`src/rtl/mips_pkg.sv`:
```
// Constants and types shared by the MIPS datapath: opcodes, fetch defaults
// and the IF/ID register layout.
package mips_pkg;

    localparam logic [31:0] NOP_INSTR        = 32'h0000_0000;
    localparam logic [31:0] DEFAULT_RESET_PC = 32'h0000_0000;

    localparam logic [5:0] OP_RTYPE = 6'b000000;
    localparam logic [5:0] OP_J     = 6'b000010;
    localparam logic [5:0] OP_JAL   = 6'b000011;
    localparam logic [5:0] OP_BEQ   = 6'b000100;
    localparam logic [5:0] OP_BNE   = 6'b000101;
    localparam logic [5:0] OP_ADDI  = 6'b001000;
    localparam logic [5:0] OP_LW    = 6'b100011;
    localparam logic [5:0] OP_SW    = 6'b101011;

    typedef struct packed {
        logic [31:0] instr;
        logic [31:0] pc_plus4;
        logic        valid;
    } ifid_t;

    // Instruction addresses are always word aligned; low bits of targets are dropped.
    function automatic logic [31:0] word_align(input logic [31:0] addr);
        return {addr[31:2], 2'b00};
    endfunction

endpackage

```
`src/rtl/program_counter.sv`:
```
// Program counter register: reset value, redirect mux and load enable.
module program_counter
    import mips_pkg::*;
#(
    parameter logic [31:0] RESET_PC = DEFAULT_RESET_PC
) (
    input  logic        i_clk,
    input  logic        i_rst_n,
    input  logic        i_redirect,
    input  logic [31:0] i_target,
    input  logic        i_load_en,
    output logic [31:0] o_pc,
    output logic [31:0] o_pc_plus4
);

    logic [31:0] r_pc;
    logic [31:0] w_pc_plus4;

    assign w_pc_plus4 = r_pc + 32'd4;

    // Redirect wins over a stalled (load-disabled) PC.
    always_ff @(posedge i_clk) begin
        if (!i_rst_n) begin
            r_pc <= RESET_PC;
        end else if (i_redirect) begin
            r_pc <= word_align(i_target);
        end else if (i_load_en) begin
            r_pc <= w_pc_plus4;
        end
    end

    assign o_pc       = r_pc;
    assign o_pc_plus4 = w_pc_plus4;

endmodule

```
`src/rtl/fetch_stage.sv`:
```
// Instruction fetch stage: owns the PC, drives instruction memory and holds
// the IF/ID pipeline register with stall, flush and an accepted-fetch counter.
module fetch_stage
    import mips_pkg::*;
#(
    parameter logic [31:0] RESET_PC = DEFAULT_RESET_PC,
    parameter int unsigned IMEM_AW  = 7
) (
    input  logic               Clk,
    input  logic               Rst,
    output logic [IMEM_AW-1:0] ImemAddr,
    input  logic [31:0]        ImemData,
    input  logic               Stall,
    input  logic               BranchTaken,
    input  logic [31:0]        BranchTarget,
    input  logic               Jump,
    input  logic [31:0]        JumpTarget,
    output logic [31:0]        PC,
    output logic [31:0]        Instruction,
    output logic [31:0]        PCPlus4,
    output logic               Valid,
    output logic [31:0]        FetchCount
);

    logic        w_redirect;
    logic [31:0] w_target;
    logic [31:0] w_pc_plus4;
    ifid_t       r_ifid;
    logic [31:0] r_fetch_count;

    assign w_redirect = BranchTaken | Jump;
    assign w_target   = BranchTaken ? BranchTarget : JumpTarget;

    program_counter #(
        .RESET_PC (RESET_PC)
    ) u_pc (
        .i_clk      (Clk),
        .i_rst_n    (Rst),
        .i_redirect (w_redirect),
        .i_target   (w_target),
        .i_load_en  (!Stall),
        .o_pc       (PC),
        .o_pc_plus4 (w_pc_plus4)
    );

    // Word address aliases modulo the memory depth.
    assign ImemAddr = PC[IMEM_AW+1:2];

    always_ff @(posedge Clk) begin
        if (!Rst) begin
            r_ifid        <= '0;
            r_fetch_count <= '0;
        end else if (w_redirect) begin
            r_ifid <= '{instr: NOP_INSTR, pc_plus4: 32'h0, valid: 1'b0};
        end else if (!Stall) begin
            r_ifid        <= '{instr: ImemData, pc_plus4: w_pc_plus4, valid: 1'b1};
            r_fetch_count <= r_fetch_count + 32'd1;
        end
    end

    assign Instruction = r_ifid.instr;
    assign PCPlus4     = r_ifid.pc_plus4;
    assign Valid       = r_ifid.valid;
    assign FetchCount  = r_fetch_count;

endmodule

```
`config.mk`:
```
export PLATFORM = sky130hd
export DESIGN_NAME = fetch_stage
export DESIGN_NICKNAME = d
export VERILOG_FILES = /design/src/rtl/mips_pkg.sv /design/src/rtl/program_counter.sv /design/src/rtl/fetch_stage.sv
export SDC_FILE = /design/constraint.sdc
export NUM_CORES = 1
export LEC_CHECK = 0
export BUFFER_PORTS_ARGS = -buffer_cell sky130_fd_sc_hd__buf_2
export CAP_MARGIN = 15
export CORE_MARGIN = 4
export CORE_UTILIZATION = 52
export CTS_BUF_LIST = sky130_fd_sc_hd__clkbuf_8
export DETAILED_ROUTE_END_ITERATION = 16
export GPL_TIMING_DRIVEN = 0
export HOLD_SLACK_MARGIN = 0.03
export PLACE_DENSITY = 0.79
export SYNTH_ARGS = -nofsm -noshare
export SYNTH_HDL_FRONTEND = slang
export SYNTH_HIERARCHICAL = 1
export SYNTH_SLANG_ARGS = --single-unit
export TNS_END_PERCENT = 50
```
`constraint.sdc`:
```
create_clock -name Clk -period 3.1 [get_ports Clk]
set_input_delay 0.31 -clock Clk [delete_from_list [all_inputs] [get_ports Clk]]
set_output_delay 0.31 -clock Clk [all_outputs]
set_load 0.05 [all_outputs]
```
### After elaboration in Yosys (flattened, before gate mapping)

Index checks and enable logic that the tools add are counted.

| storage, ports and cells | value |
|---|---|
| output and inout bits | 136 |
| input bits | 101 |
| logic and storage cells | 18 |
| register bits | 129 |

| cells by class | value |
|---|---|
| reduce and logical (&&, ||, !) cells | 2 |
| add/sub/neg operators | 2 |
| equality and inequality tests | 1 |
| bitwise logic cells | 4 |
| mux-type cells | 3 |

Operators by type and width:

| operator | count |
|---|---|
| 32-bit two-way mux | 3 |
| 32-bit by 1-bit adder with 32-bit output (second input constant) | 1 |
| 32-bit by 3-bit adder with 32-bit output (second input constant) | 1 |
| 1-bit inverter | 3 |
| 2-bit by 1-bit inequality test with 1-bit output (second input constant) | 1 |
| 2-bit AND reduction | 1 |
| 2-bit OR reduction | 1 |
| 1-bit OR | 1 |

### Depth between registers and ports, before layout

| logic depth | value |
|---|---|
| depth in word-level cells | 3 |
| mapped depth | 10 |
| depth with buffers taken out | 7 |

### Modules after synthesis

Netlist, hierarchy kept.

By module, submodules not included:

| module | area each (µm²) | cells an instance | seq. area each (µm²) | instances |
|---|---|---|---|---|
| fetch_stage | 4222.8 | 438 | 1941.9 | 1 |
| program_counter | 2303.5 | 312 | 600.6 | 1 |

### Worst setup path after synthesis

OpenSTA, ideal clock, no wires.

| timing path | value |
|---|---|
| path type | register to register |
| start point | register r_fetch_count[2], in the netlist FetchCount[2] |
| end point | register r_fetch_count[25], in the netlist FetchCount[25] |
| path buffers | 3 |
| setup time | 70 ps |
| data required time | 3030 ps |
| clock period less this slack | 2569 ps |
| stages on the path, launching flop included | 8 |
| setup slack | 531 ps |
| arrival | 2498 ps |
| cell sequence | dfxtp_1 or4b_1 buf_2 or4_1 buf_2 buf_6 or3_1 a21oi_1 |

| on the way | value |
|---|---|
| cells in the longest elaborated chain, start to end | 1 |

RTL lines:

| item | line | source |
|---|---|---|
| from (decl) | fetch_stage.sv:29 | `logic [31:0] r_fetch_count;` |
| from (signal assigned) | fetch_stage.sv:57 | `r_fetch_count <= r_fetch_count + 32'd1;` |
| 32-bit by 1-bit adder with 32-bit output | fetch_stage.sv:57 |  |

No other way between the ends.
A chain may end at the register's enable or synchronous reset.

### Worst setup path in the final report

| timing path | value |
|---|---|
| start point | input Stall |
| end point | register u_pc.r_pc[23], in the netlist u_pc/o_pc[23] |

| on the way | value |
|---|---|
| cells in the longest elaborated chain, start to end | 1 |

RTL lines:

| item | line | source |
|---|---|---|
| from (decl) | fetch_stage.sv:13 | `input logic Stall,` |
| 2-bit by 1-bit inequality test with 1-bit output (no line) | - |  |
| to (signal assigned) | program_counter.sv:26 | `r_pc <= word_align(i_target);` |
| to (signal assigned) | program_counter.sv:28 | `r_pc <= w_pc_plus4;` |
| to (decl) | program_counter.sv:16 | `logic [31:0] r_pc;` |

No other way between the ends.

==> metrics.csv <==
stage,metric,value,unit
power_and_ir_drop,combPwrFrac,0.168,
sta,fmax,353.1,MHz
setup_path,end_kind,flop,
sta,tns,0,ps
setup_path,path_max_fanout,10,
clock_tree,path_clk_slew,70,ps
global_route,gr-max-usage-layer,met2,
worst_hold_path,min-delay-start,ImemData[29],
status,status,completed,
drt,drt_iter0_drc,460,
floorplanning,coreArea,12110,sq um
drt,ant_nets,0,
final_layout,nets,1102,
power_and_ir_drop,internal_power,2.790,mW
final_layout,stdcell_count,1180,
setup_path,path_class,input port to flop,
sta,relSlewSlack,0.3468,
sta,timing_hold_violations_final,0,
setup_path,slowest_delay,700,ps
global_route,overflow,0,
final_layout,diodes,0,
sta,timing.hold.ws,94.04,ps
placed_design,gp_congestion,0.9207,
clock_tree,hold_buffers,0,
sta,skew,10.35,ps
drt,drt_drc_violations_left,0,
placed_design,dpl.hpwl,14.62,mm
sta,setup_violations,0,
global_route,grt_max_degree,17,
placed_design,dp_cells,1147,
power_and_ir_drop,power.share.switching,0.2819,
setup_path,r2r_end,PCPlus4[30],
setup_path,cp_common_cell,clkbuf_1,
floorplanning,die_w,119.8,um
sta,min_period,2832,ps
power_and_ir_drop,seq_power_share,0.446,
synthesis,syn_area_per_cell,8.695,sq um
power_and_ir_drop,power_frac_clock,0.386,
power_and_ir_drop,total_power,3.885,mW
power_and_ir_drop,irDropWorstVdd,0.0003051,V
drt,wirelength,19.23,mm
power_and_ir_drop,powerDensity,468.5,nW/um^2
clock_tree,clock_path_buffers,2,
clock_tree,numCtsBuffers,17,
worst_hold_path,min_to,Instruction[29],
sta,rsz0062_at_grt,false,
setup_path,arrival,3200,ps
floorplanning,rows,40,
global_route,grt.met1_usage,0.3049,
run,cap_violations,0,
global_route,use_met3,0.06975,
clock_tree,root_buffer,clkbuf_8,
drt,first_pass_iters,8,
setup_path,r2r_start,u_pc/o_pc[2],
setup_path,cp-start-kind,input port,
setup_path,critical_path_depth,9,
final_layout,finalInstanceArea,8293,sq um
final_layout,final_cell_mix,"238 x buf_2, 127 x dfxtp_1, 89 x nor2_1, 67 x mux2i_1",
drt,viasPerCell,5.532,
worst_hold_path,holdCritPathClass,input port to flop,
placed_design,place_area,7866,sq um
clock_tree,htree_levels,4,
clock_tree,clock_latency,440,ps
placed_design,port_buffers,228,
sta,finalCritPeriodShare,0.9136,
drt,vias,6528,
drt,wl_per_cell,16.30,um
global_route,grt_pass1_vias,6162,
setup_path,crit_family,buffers and inverters,
setup_path,crit_chain,clkbuf_1 -> clkbuf_1 -> clkbuf_1 -> inv_1 -> clkbuf_1 -> nand3_1 -> nor4_2 -> a311oi_1 -> nor3_1,
setup_path,r2r_cells,8,
clock_tree,tritoncts,built,
final_layout,drive_above_1_share,0.3123,
setup_path,crit_required,3460,ps
power_and_ir_drop,p_switching,1.095,mW
power_and_ir_drop,leakage,3.751,nW
sta,slew_violations,0,
setup_path,r2r_slack,360,ps
setup_path,path_buf_inv,5,
global_route,grt_use_met2,0.4446,
final_layout,layout_commonest_cell,buf_2,
global_route,track_usage,0.2602,
final_layout,area_growth,27.51,%
synthesis,synth_cells,748,
global_route,antenna_found_initial,0,
clock_tree,cts_setup_buffers,0,
floorplanning,dieArea,14360,sq um
clock_tree,clock_sinks,127,
floorplanning,die_height,119.8,um
floorplanning,start_util,0.5370,
global_route,grt_pass1_wl,30.16,mm
floorplanning,ios,237,
synthesis,syn_area,6504,sq um
synthesis,ys_warn_count,6,
sta,worst_pin_slew,970.9,ps
setup_path,critPathSlowestCell,nor4_2,
worst_hold_path,whs_path_depth,3,
clock_tree,cts_resized,0,
[power by group through the flow]
stage	Sequential [mW]	Clock (mW)	Combinational, mW
floorplan	1.92	0	0.303
global placement	1.77	0	0.642
detailed placement	1.77	0	0.648
CTS	1.73	1.52	0.653
global route	1.74	1.60	0.699
finish	1.73	1.50	0.653
[stage by stage]
stage          utilization  setup slack, ps
2_1_floorplan            -            531.1
3_3_place_gp        0.6495           -122.1
3_5_place_dp        0.6495           -120.7
4_1_cts             0.6843            345.7
5_1_grt             0.6847            101.1
6_report            0.6847            267.7
[flip-flops by register name, summed over array words and instances, names as in the netlist]
| signal | cells |
|---|---|
| FetchCount | 32 |
| Instruction | 32 |
| PCPlus4 | 32 |
| u_pc/o_pc | 30 |
| Valid | 1 |
[tightest hold or removal path: cells and delay by family]
family | cells | cell delay (ps)
buffers and inverters | 1 | 70
and+or+nand+nor | 1 | 70
muxes | 1 | 50
[worst max-delay path by stage]
stage / startpoint / to
final: Stall / u_pc/o_pc[23]
after global routing: Stall / u_pc/o_pc[23]
after CTS: Stall / u_pc/o_pc[21]
after detailed placement: Stall / u_pc/o_pc[21]
after global placement: Stall / u_pc/o_pc[25]
after floorplan: FetchCount[2] / FetchCount[25]
[metal layers]
layer | vias up | part of all wire
met2 | 294 | 0.49
met1 | 2994 | 0.40
met4 | 0 | 0.035
met3 | 58 | 0.077
met5 | - | 0
li1 | 3182 | -
[area by class of cell]
| type | count | area (sq um) |
|---|---|---|
| fillers | 1053 | 3819 |
| multi-input cells | 543 | 3606 |
| flip-flops and latches | 127 | 2542 |
| repair buffers | 229 | 1146 |
| plain buffers | 67 | 314.1 |
| clock buffers | 22 | 302.8 |
| well taps | 168 | 210.2 |
| clock inverters | 10 | 118.9 |
| inverters | 14 | 52.55 |
No activity file was read; power rests on OpenSTA's default activity.
